<file path="src/rtl/msrh_stq_pq.sv">
// msrh_stq_pq: parametrised store queue for the MSRH LSU.
//   Allocates up to DISP_W stores per cycle in program order. Captures address
//   and data from PIPE_N LSU pipes. Commits the oldest entries, and flushes
//   uncommitted ones. Drains committed stores in order to the L1D, replaying a
//   store after a miss refill.
// Ports:
//   i_clk, i_reset_n          clock, asynchronous active-low reset
//   i_disp_*/o_disp_*         allocation requests, ready and assigned indices
//   i_ex_*                    address/data capture per pipe
//   o_done_*                  completion report, one cycle after capture
//   i_commit_num, i_flush     retirement control
//   o_l1d_req_*, i_l1d_*      L1D write handshake
//   i_refill_done             miss refill complete pulse
//   o_empty                   no valid entries
// Optional build macro MSRH_STQ_PERF_CNT_EN adds o_perf_drain_cnt and
// o_perf_miss_cnt (32-bit saturating).
//
// Drain FSM
//   state    | meaning
//   D_IDLE   | waiting for entry[drain_ptr] to be COMMIT
//   D_REQ    | request valid, payload held until accepted
//   D_RESP   | request accepted, waiting for the L1D response
//   D_REFILL | miss reported, waiting for the refill to finish before replay
module msrh_stq_pq #(
   parameter int STQ_SIZE  = 16,
   parameter int DISP_W    = 2,
   parameter int PIPE_N    = 2,
   parameter int TAG_W     = 8,
   parameter int PADDR_W   = 56,
   parameter int XLEN_W    = 64,
   parameter int DC_DATA_W = 128,
   localparam int IDX_W    = $clog2(STQ_SIZE),
   localparam int CMT_W    = $clog2(DISP_W) + 1,
   localparam int BE_W     = DC_DATA_W / 8
) (
   input  logic                              i_clk,
   input  logic                              i_reset_n,
   input  logic [DISP_W-1:0]                 i_disp_valid,
   input  logic [DISP_W-1:0][TAG_W-1:0]      i_disp_tag,
   output logic                              o_disp_ready,
   output logic [DISP_W-1:0][IDX_W-1:0]      o_disp_idx,
   input  logic [PIPE_N-1:0]                 i_ex_valid,
   input  logic [PIPE_N-1:0][IDX_W-1:0]      i_ex_idx,
   input  logic [PIPE_N-1:0][PADDR_W-1:0]    i_ex_paddr,
   input  logic [PIPE_N-1:0][1:0]            i_ex_size,
   input  logic [PIPE_N-1:0][XLEN_W-1:0]     i_ex_data,
   output logic [PIPE_N-1:0]                 o_done_valid,
   output logic [PIPE_N-1:0][TAG_W-1:0]      o_done_tag,
   input  logic [CMT_W-1:0]                  i_commit_num,
   input  logic                              i_flush,
   output logic                              o_l1d_req_valid,
   input  logic                              i_l1d_req_ready,
   output logic [PADDR_W-1:0]                o_l1d_req_paddr,
   output logic [DC_DATA_W-1:0]              o_l1d_req_data,
   output logic [BE_W-1:0]                   o_l1d_req_be,
   input  logic                              i_l1d_resp_valid,
   input  logic                              i_l1d_resp_hit,
   input  logic                              i_refill_done,
   output logic                              o_empty
`ifdef MSRH_STQ_PERF_CNT_EN
   ,
   output logic [31:0]                       o_perf_drain_cnt,
   output logic [31:0]                       o_perf_miss_cnt
`endif
);

   localparam int CNT_W = IDX_W + 1;
   localparam int OFS_W = $clog2(BE_W);
   localparam int REP   = DC_DATA_W / XLEN_W;

   typedef enum logic [1:0] {E_FREE, E_WAIT, E_DONE, E_COMMIT} ent_st_t;
   typedef enum logic [1:0] {D_IDLE, D_REQ, D_RESP, D_REFILL} drn_st_t;

   ent_st_t             st_q [STQ_SIZE];
   ent_st_t             st_n [STQ_SIZE];
   logic [TAG_W-1:0]    tag_q   [STQ_SIZE];
   logic [PADDR_W-1:0]  paddr_q [STQ_SIZE];
   logic [1:0]          size_q  [STQ_SIZE];
   logic [XLEN_W-1:0]   data_q  [STQ_SIZE];

   logic [IDX_W-1:0]    alloc_ptr_q, alloc_ptr_n;
   logic [IDX_W-1:0]    cmt_ptr_q, cmt_ptr_n;
   logic [IDX_W-1:0]    drain_ptr_q, drain_ptr_n;
   logic [CNT_W-1:0]    occ_q, occ_n, n_alloc;
   drn_st_t             dst_q, dst_n;
   logic                do_alloc, drain_free, drain_miss;
   logic [PIPE_N-1:0]   ex_acc;

   assign o_disp_ready = (CNT_W'(STQ_SIZE) - occ_q) >= CNT_W'(DISP_W);
   assign o_empty      = (occ_q == '0);
   assign do_alloc     = o_disp_ready && !i_flush && (|i_disp_valid);
   assign drain_free   = (dst_q == D_RESP) && i_l1d_resp_valid && i_l1d_resp_hit;
   assign drain_miss   = (dst_q == D_RESP) && i_l1d_resp_valid && !i_l1d_resp_hit;

   always_comb begin
      for (int k = 0; k < DISP_W; k++) o_disp_idx[k] = alloc_ptr_q + IDX_W'(k);
   end

   // A pipe only captures into a WAIT entry; a lower pipe hitting the same
   // index takes priority.
   always_comb begin
      for (int p = 0; p < PIPE_N; p++) begin
         ex_acc[p] = i_ex_valid[p] && !i_flush && (st_q[i_ex_idx[p]] == E_WAIT);
         for (int q = 0; q < p; q++)
            if (i_ex_valid[q] && (i_ex_idx[q] == i_ex_idx[p])) ex_acc[p] = 1'b0;
      end
   end

   // Entry next state: drain free, allocate, capture, commit, then flush last
   // so it sees the post-commit state.
   always_comb begin
      for (int i = 0; i < STQ_SIZE; i++) st_n[i] = st_q[i];
      alloc_ptr_n = alloc_ptr_q;
      drain_ptr_n = drain_ptr_q;
      n_alloc     = '0;
      occ_n       = '0;
      if (drain_free) begin
         st_n[drain_ptr_q] = E_FREE;
         drain_ptr_n       = drain_ptr_q + IDX_W'(1);
      end
      for (int k = 0; k < DISP_W; k++) begin
         n_alloc = n_alloc + CNT_W'(i_disp_valid[k]);
         if (do_alloc && i_disp_valid[k]) st_n[alloc_ptr_q + IDX_W'(k)] = E_WAIT;
      end
      if (do_alloc) alloc_ptr_n = alloc_ptr_q + n_alloc[IDX_W-1:0];
      for (int p = 0; p < PIPE_N; p++)
         if (ex_acc[p]) st_n[i_ex_idx[p]] = E_DONE;
      for (int c = 0; c < DISP_W; c++)
         if (CMT_W'(c) < i_commit_num) st_n[cmt_ptr_q + IDX_W'(c)] = E_COMMIT;
      cmt_ptr_n = cmt_ptr_q + IDX_W'(i_commit_num);
      if (i_flush) begin
         for (int i = 0; i < STQ_SIZE; i++)
            if (st_n[i] == E_WAIT || st_n[i] == E_DONE) st_n[i] = E_FREE;
         alloc_ptr_n = cmt_ptr_n;
      end
      for (int i = 0; i < STQ_SIZE; i++)
         occ_n = occ_n + CNT_W'(st_n[i] != E_FREE);
   end

   always_comb begin
      dst_n = dst_q;
      case (dst_q)
         D_IDLE:   if (st_q[drain_ptr_q] == E_COMMIT) dst_n = D_REQ;
         D_REQ:    if (i_l1d_req_ready) dst_n = D_RESP;
         D_RESP:   if (i_l1d_resp_valid) dst_n = i_l1d_resp_hit ? D_IDLE : D_REFILL;
         D_REFILL: if (i_refill_done) dst_n = D_REQ;
         default:  dst_n = D_IDLE;
      endcase
   end

   always_ff @(posedge i_clk or negedge i_reset_n) begin
      if (!i_reset_n) begin
         for (int i = 0; i < STQ_SIZE; i++) st_q[i] <= E_FREE;
         alloc_ptr_q  <= '0;
         cmt_ptr_q    <= '0;
         drain_ptr_q  <= '0;
         occ_q        <= '0;
         dst_q        <= D_IDLE;
         o_done_valid <= '0;
         o_done_tag   <= '0;
      end else begin
         for (int i = 0; i < STQ_SIZE; i++) st_q[i] <= st_n[i];
         alloc_ptr_q  <= alloc_ptr_n;
         cmt_ptr_q    <= cmt_ptr_n;
         drain_ptr_q  <= drain_ptr_n;
         occ_q        <= occ_n;
         dst_q        <= dst_n;
         o_done_valid <= ex_acc;
         for (int p = 0; p < PIPE_N; p++)
            o_done_tag[p] <= ex_acc[p] ? tag_q[i_ex_idx[p]] : '0;
      end
   end

   // Payload storage needs no reset: it is only observed through valid states.
   always_ff @(posedge i_clk) begin
      for (int k = 0; k < DISP_W; k++)
         if (do_alloc && i_disp_valid[k]) tag_q[alloc_ptr_q + IDX_W'(k)] <= i_disp_tag[k];
      for (int p = 0; p < PIPE_N; p++)
         if (ex_acc[p]) begin
            paddr_q[i_ex_idx[p]] <= i_ex_paddr[p];
            size_q[i_ex_idx[p]]  <= i_ex_size[p];
            data_q[i_ex_idx[p]]  <= i_ex_data[p];
         end
   end

   logic [PADDR_W-1:0] dpa;
   logic [3:0]         nbytes;
   logic [XLEN_W-1:0]  dsh;

   assign dpa    = paddr_q[drain_ptr_q];
   assign nbytes = 4'(1) << size_q[drain_ptr_q];
   assign dsh    = data_q[drain_ptr_q] << {dpa[2:0], 3'b000};

   // Payload is driven only in REQ so idle outputs sit at zero.
   assign o_l1d_req_valid = (dst_q == D_REQ);
   assign o_l1d_req_paddr = o_l1d_req_valid ? {dpa[PADDR_W-1:OFS_W], OFS_W'(0)} : '0;
   assign o_l1d_req_data  = o_l1d_req_valid ? {REP{dsh}} : '0;
   assign o_l1d_req_be    = o_l1d_req_valid ?
                            (((BE_W'(1) << nbytes) - BE_W'(1)) << dpa[OFS_W-1:0]) : '0;

`ifdef MSRH_STQ_PERF_CNT_EN
   always_ff @(posedge i_clk or negedge i_reset_n) begin
      if (!i_reset_n) begin
         o_perf_drain_cnt <= '0;
         o_perf_miss_cnt  <= '0;
      end else begin
         if (drain_free && (o_perf_drain_cnt != '1)) o_perf_drain_cnt <= o_perf_drain_cnt + 32'd1;
         if (drain_miss && (o_perf_miss_cnt != '1))  o_perf_miss_cnt  <= o_perf_miss_cnt + 32'd1;
      end
   end
`else
   logic unused_miss;
   assign unused_miss = drain_miss;
`endif

`ifndef SYNTHESIS
   always_ff @(posedge i_clk) begin
      if (i_reset_n) begin
         if ((|i_disp_valid) && !o_disp_ready)
            $fatal(1, "stq: allocation while not ready");
         for (int p = 0; p < PIPE_N; p++)
            for (int q = 0; q < p; q++)
               if (i_ex_valid[p] && i_ex_valid[q] && (i_ex_idx[p] == i_ex_idx[q]))
                  $fatal(1, "stq: two pipes write the same entry");
         for (int c = 0; c < DISP_W; c++)
            if ((CMT_W'(c) < i_commit_num) && (st_q[cmt_ptr_q + IDX_W'(c)] != E_DONE))
               $fatal(1, "stq: commit of an entry that is not DONE");
      end
   end
`endif

endmodule

</file>
<file path="config.mk">
export PLATFORM = sky130hd
export DESIGN_NAME = msrh_stq_pq
export DESIGN_NICKNAME = d
export VERILOG_FILES = /design/src/rtl/msrh_stq_pq.sv
export SDC_FILE = /design/constraint.sdc
export NUM_CORES = 2
export LEC_CHECK = 0
export CAP_MARGIN = 10
export CORE_UTILIZATION = 58
export CTS_CLUSTER_SIZE = 24
export DETAILED_ROUTE_END_ITERATION = 16
export PLACE_DENSITY_LB_ADDON = 0.25
export SLEW_MARGIN = 0
export SYNTH_ARGS = -nofsm -noshare
export SYNTH_HDL_FRONTEND = slang
export SYNTH_SLANG_ARGS = --single-unit
</file>
<file path="constraint.sdc">
create_clock -name i_clk -period 20.3 [get_ports i_clk]
set_input_delay 3.045 -clock i_clk [delete_from_list [all_inputs] [get_ports i_clk]]
set_output_delay 3.045 -clock i_clk [all_outputs]
set_load 0.1 [all_outputs]
</file>
## Yosys cells after proc, flatten, opt, wreduce, memory -nomap -nowiden

Memories as Yosys holds them, arrays and structs flattened.
Cells that the tools add are included.

| storage, ports and cells | value |
|---|---|
| register bits | 69 |
| latch bits | 0 |
| memory bits (writable) | 2080 |
| bits in read-only memories | 0 |
| input port bits | 281 |
| output and inout bits | 229 |
| word-level logic and storage cells | 263 |
| memories kept | 4 |

Memory list:

| name | depth | width | read ports | clocked after Yosys merged registers in | write ports | line | RTL |
|---|---|---|---|---|---|---|---|
| data_q | 16 | 64 | 1 | 0 | 2 | 79 | `logic [XLEN_W-1:0] data_q [STQ_SIZE];` |
| paddr_q | 16 | 56 | 1 | 0 | 2 | 77 | `logic [PADDR_W-1:0] paddr_q [STQ_SIZE];` |
| tag_q | 16 | 8 | 2 | 0 | 2 | 76 | `logic [TAG_W-1:0] tag_q [STQ_SIZE];` |
| size_q | 16 | 2 | 1 | 0 | 2 | 78 | `logic [1:0] size_q [STQ_SIZE];` |

| operators by class | value |
|---|---|
| $add $sub $neg | 23 |
| multipliers | 0 |
| divide/modulo/power cells | 0 |
| $lt $le $gt $ge | 17 |
| eq/ne operators | 43 |
| shift operators | 4 |
| multiplexer cells | 69 |
| bitwise operators | 23 |
| reductions and logical operators | 56 |

Operators by type and width:

| cell | number |
|---|---|
| two-way mux 32 bit | 8 |
| two-way mux 128 bit | 1 |
| two-way mux 2 bit | 34 |
| AND 16 bit | 4 |
| NOT 16 bit | 4 |
| bitwise OR 16 bit | 4 |
| bitwise OR 32 bit | 2 |
| left shift 64 x 6 -> 64 bit | 1 |
| demux 2 bit (select 4 bit) | 7 |
| two-way mux 56 bit | 1 |
| adder 5 x 1 -> 5 bit | 11 |
| equality test 2 x 1 -> 1 bit, second input constant | 19 |
| equality test 2 bit, second input constant | 19 |
| greater-or-equal comparator 5 bit, second input constant | 7 |
| < comparator 5 x 1 -> 1 bit, second input constant | 7 |
| NOT 4 -> 5 bit | 7 |
| nonzero test 2 bit | 17 |
| AND 32 bit | 1 |
| NOT 32 bit | 1 |
| binary-select mux 2 bit (select 4 bit) | 3 |
| logical AND 1 bit | 18 |
| logical OR 1 bit | 16 |
| two-way mux 16 bit | 1 |
| two-way mux 8 bit | 2 |
| other kinds (24) | 40 |

## Logic depth before layout (Yosys ltp)

| depth | value |
|---|---|
| depth in word-level cells | 40 |
| gate-level depth with buffers | 24 |
| mapped depth without buffers | 22 |

## Worst setup path before layout

Ideal clock, no wire load.

| path | value |
|---|---|
| path type | input-to-reg |
| start point | in i_ex_idx[4] (netlist name) |
| end point | reg occ_q[4] |
| library setup time | 0.064 ns |
| data arrival time | 17.382 ns |
| required time | 20.236 ns |
| setup slack | 2.853 ns |
| cell stages on the path | 21 |
| buffers on the path | 3 |
| path through | buf_6 > mux4_2 > nand2_1 > and3_1 > buf_4 > nand3_2 > buf_2 > o21ai_0 > o21ai_0 > a2bb2oi_1 > fa_1 > fa_1 > fa_1 > inv_1 > fa_1 > inv_1 > ha_1 > inv_1 > fa_1 > nor2b_1 > o21a_1 |

| between the ends | value |
|---|---|
| word-level cells in the longest chain between the ends | 32 |
| elaborated cells on any way between the ends | 118 |
| classes of those cells | 15 x add/sub; 2 x order compare; 34 x eq/ne; 26 x mux; 6 x bitwise; 35 x reduce/logical |

Ends and longest elaborated chain:

| element | line | RTL |
|---|---|---|
| start: declaration | 43 | `input logic [PIPE_N-1:0][IDX_W-1:0] i_ex_idx,` |
| NOT 4 -> 5 bit (implied by the code) | 103, 127 |  |
| greater-or-equal comparator 5 bit (implied by the code), or another cell as far along | 127 | `if (ex_acc[p]) st_n[i_ex_idx[p]] = E_DONE;` |
| logical AND 1 bit (implied by the code) or two-way mux 2 bit (tied branches) | 127, 103 |  |
| two-way mux 2 bit (on tied branches) | 127, 103 |  |
| demux 2 bit (select 4 bit) or equality test 2 x 1 -> 1 bit (tied branches) | 127, 103 |  |
| NOT 16 bit (no line) or logical AND 1 bit (tied branches) | n/a |  |
| AND 16 bit (no line) or two-way mux 1 bit (tied branches) | n/a |  |
| two-way mux 32 bit * | 127 |  |
| [... 8 more ...] | n/a |  |
| nonzero test 2 bit | 137 | `occ_n = occ_n + CNT_W'(st_n[i] != E_FREE);` |
| adder 1 x 1 -> 2 bit | 137 |  |
| adder 2 x 1 -> 3 bit | 137 |  |
| adder 3 x 1 -> 4 bit | 137 |  |
| adder 4 x 1 -> 5 bit | 137 |  |
| adder 5 x 1 -> 5 bit (10 in series) | 137 |  |
| adder 5 x 1 -> 5 bit * | 137 |  |
| named net occ_n[4] | 84 | `logic [CNT_W-1:0] occ_q, occ_n, n_alloc;` |
| end signal: assignment | 166 | `occ_q <= occ_n;` |
| end: declaration | 84 |  |

Mark *: on every way through the listed nets, which the timed path passes. The rest lies on a longest branch. The select of a mux whose other input is x is not followed.
A chain may end at the register's enable or synchronous reset.

## Final worst setup path

| path | value |
|---|---|
| start point | reg drain_ptr_q[0] |
| end point | out o_l1d_req_data[40] |

| between the ends | value |
|---|---|
| word-level cells in the longest chain between the ends | 3 |
| elaborated cells on any way between the ends | 4 |
| classes of those cells | 1 x shift; 1 x mux; 2 x memory |

Ends and longest elaborated chain:

| element | line | RTL |
|---|---|---|
| start: declaration | 83 | `logic [IDX_W-1:0] drain_ptr_q, drain_ptr_n;` |
| start signal: assignment | 165 | `drain_ptr_q <= drain_ptr_n;` |
| memory (16 x 64 bit) or memory (16 x 56 bit) (tied branches) | n/a |  |
| left shift 64 x 6 -> 64 bit * | 192 | `assign dsh = data_q[drain_ptr_q] << {dpa[2:0], 3'b000};` |
| two-way mux 128 bit * | 197 | `assign o_l1d_req_data = o_l1d_req_valid ? {REP{dsh}} : '0;` |
| end: declaration | 54 | `output logic [DC_DATA_W-1:0] o_l1d_req_data,` |

Mark *: on every way between the ends. The rest lies on a longest branch, timed or not.

==> summary.txt <==
Worst setup path
  – CP Capture Point: o_l1d_req_data[40]
  – Cell Chain, Critical Path: buf_4, buf_4, mux4_2, nand2_1, and4_2, nand3_1, o32ai_1, clkdlybuf4s50_1
  – Cell mode on critical path: buf_4
  – Worst setup path startpoint: drain_ptr_q[0]
  – Critical Path Slowest Stage Cell: clkdlybuf4s50_1
  – Critical path arrival: about 8.3 ns
  – Reg2reg end: occ_q[4]
  – Crit Path Class: reg -> out
  – Worst setup SP type: flop
  – FF-to-FF path depth: 23
  – RR Startpoint: occ_q[0]
  – CP Max Fanout: 43
  – Crit. End Element: output pin
  – R2R Setup Slk: 13.18 ns
  – Worst EP required: 17.26 ns
  – Largest stage delay, worst path: 1.28 ns

Logic synthesis
  – Synthesized cell area: 0.1137 sq mm
  – Post-synthesis xor/xnor area fraction: 0.001233
  – Post-Synth Adder-Cell Area: 0.004976
  – Compound-Gate Fraction of Synth Area: 0.01602
  – Sequential area share after synthesis: 0.5647
  – Top-area cell type share of the netlist area: 0.5495
  – Post-synthesis cell count: about 7400
  – Synth area leaders: edfxtp_1 55%, mux2_2 16%, mux4_2 14%, nand2_1 4.0%, dfrtp_1 1.5%
  – Simple-gate share of the synthesized area: 0.05882
  – Synth Area per Inst: 15.28 sq um
  – Commonest register cell after synthesis: edfxtp_1
  – Post-synthesis mux area share: 0.3183
  – Commonest cells post-synth: 2080 x edfxtp_1, 1573 x mux2_2, 1220 x nand2_1, 701 x mux4_2, 424 x clkbuf_1
  – Synth warn: 0
  – Cell with the most instances after synthesis: edfxtp_1
  – Largest family of logic cells by synthesized area: multiplexers
  – Yosys cell types: 78
  – FFs w/ async S/R, synth: 0.03211
  – Flops & latches, synth: 2149
  – Cell taking the most area after synthesis: edfxtp_1
  – EDFF count, synth: 2080

GRT
  – Largest net degree at the start of global routing: 124
  – First-pass GRT wire length: between 500000 and 600000 um
  – GRT Resource Usage Total: 0.3626
  – GRT overflow: 0
  – Vias in the first global route: 70380
  – Antenna violations before repair: 90

Timing
  – Max Clk Rate: 87.93 MHz
  – Count of pins over their slew limit: 0
  – Hold Vio Cnt, Final: 0
  – Slew HR: 0.1370
  – Setup_tns: 0 ns
  – RSZ-0062 raised after global routing: no
  – Final Cycle Share: 0.5603
  – Final setup fails: 0
  – Post-route setup slack: 8.927 ns
  – Final worst path period need: 11.37 ns
  – Skew final: around 0.057 ns
  – Worst Tran Pin Value: between 1 and 1.5 ns

Finish
  – Final non-filler cell total: 10360
  – Fin nets: 7816
  – Share of layout cells above drive strength 1: 0.3725
  – Final Util: 0.6504
  – Area growth syn-to-layout: 11.47%

Floorplanning
  – Core area: 0.1948 sq mm
  – I/O pins: 510
  – # rows: 162
  – Initial Util: 0.5835
  – Die ar.: 0.1977 sq mm
  – Die W: 444.7 um
  – Die Ht: 444.7 um

Run status
  – Status: finished clean

Placement
  – Dpl ws: 9.922 ns
  – Hpwl dp: just under 200000 um
  – GP Congestion: 0.9077
  – Placed insts: 9896
  – Port Buffer Count: 505

Worst hold path
  – HP Class: reg -> reg

CTS
  – Clk buf depth: 3
  – TritonCTS clock tree: done
  – TritonCTS buffer count: 223
  – Clock sink count: 2149
  – Postcts setup bufs: 0
  – Number of H-tree levels: 4
  – Hold-fix buffers, CTS: 0
  – Root Driver: clkbuf_16
  – PostCTS Resize Cnt: 0
  – Clk slew on worst S/H paths: 0.06 ns
  – Clk Latency, worst-skew pair: 0.90 ns

Detailed routing
  – Vias per inst: slightly below 7
  – Metal1 wirelength: 128000 um
  – DR vias: between 70000 and 80000
  – DRT iter0 DRCs: 10130
  – Uppermost routed layer: met5
  – First-pass iteration count of the detailed router: 6
  – Final wirelength: 359600 um
  – Drt wl/cell: 34.70 um
  – Detail Route Antenna Nets: 0
  – WL met3: 40100 um
  – Met2 wire length: 171200 um
  – Residual DRC: 0

Power
  – PD cells: 137.1 mW/mm^2
  – Logic gate share of total power: 0.473
  – Lkg Pwr: 42.86 nW
  – Internal power: 9.856 mW
  – Clk pwr share: 0.230
  – Sw power: 7.511 mW
  – Sw Ratio: 0.4325
  – Total power: 17.37 mW
  – Sequential share of power: 0.297
  – Peak VDD IR: 0.0002920 V

Run
  – Max cap viols: 0
power groups by stage:
stage	clock, mW	combinational [mW]	sequential [mW]
4_1_cts	4.01	8.15	5.15
2_1_floorplan	0	5.99	5.20
3_3_place_gp	0	8.09	5.24
5_1_grt	4.16	8.45	5.17
3_5_place_dp	0	8.13	5.25
6_report	4.00	8.21	5.16
cell families (layout without fill, tap and decap cells):
| family | count (synthesis) | count (layout) |
|---|---|---|
| adder cells (fa/ha/maj) | 38 | 38 |
| AND/OR/NAND/NOR | 1599 | 1599 |
| AO/OA/AOI/OAI | 280 | 280 |
| XOR/XNOR | 16 | 16 |
| multiplexers | 2489 | 2489 |
| flip-flops | 2149 | 2149 |
| buffers and inverters | 864 | 1108 |
| other | 1 | 60 |
worst min path at each step:
stage | from | to | slack [ns] | depth (start not counted)
floorplan | dst_q[0] | dst_q[0] | 0.54 | 1
global placement | dst_q[0] | dst_q[0] | 0.61 | 1
detailed placement | cmt_ptr_q[0] | cmt_ptr_q[0] | 0.63 | 1
CTS | cmt_ptr_q[0] | cmt_ptr_q[0] | 0.65 | 1
global route | cmt_ptr_q[0] | cmt_ptr_q[0] | 0.68 | 1
finish | cmt_ptr_q[0] | cmt_ptr_q[0] | 0.65 | 1
registers in the layout (all words and copies together), names as in the netlist, 4 cells and up:
name,cells
alloc_ptr_q,4
occ_q,5
st_q,32
data_q,1024
drain_ptr_q,4
cmt_ptr_q,4
tag_q,128
paddr_q,896
size_q,32
o_done_tag,16
layer usage:
layer,GRT usage,vias up
met5,0,-
met4,0.1945,56
met3,0.07938,933
met2,0.5659,4865
met1,0.4778,36550
li1,-,28710
final cells by class:
cell class | instances | area (sq um)
Antenna cell | 56 | 140.1
Tap cell | 2624 | 3283
Multi-Input combinational cell | 4426 | 45620
Fill cell | 13680 | 68100
Sequential cell | 2149 | 64200
Clock buffer | 291 | 5898
Clock inverter | 120 | 1052
Timing Repair Buffer | 640 | 6236
Inverter | 57 | 266.5
cell usage in the layout, fill, tap and decap left out, drive strengths merged, types with 6 or more instances in the layout:
master,n
mux4,701
o211ai,9
mux2i,37
bufinv,13
clkbuf,291
a22oi,11
or2,13
nand3,47
nor2,128
edfxtp,2080
diode,56
and3,14
o21ai,83
and2,58
nor3,18
buf,140
ha,26
dfrtp,69
a21o,25
clkinv,101
a31o,6
xnor2,12
o22ai,27
nand2b,27
clkdlybuf4s50,500
inv,63
mux2,1751
a21oi,53
nand2,1220
o32ai,9
nor2b,27
fa,12
nand4,14
per-stage QoR:
step / hold WS, ns / instance area [sq um]
after floorplan: 0.5388 / 113700
after global placement: 0.6140 / 119600
after detailed placement: 0.6342 / 119600
after CTS: 0.6509 / 126600
after global routing: 0.6831 / 126700
final: 0.6540 / 126700
critical path, delay by kind of cell (launching register included):
family	cells	cell delay [ns]
AOI/OAI and AO/OA	1	0.82
buffers and inverters	3	2.94
DFF	1	0.88
muxes	1	0.61
and+or+nand+nor	3	2.08
No activity file was read; power rests on OpenSTA's default activity.
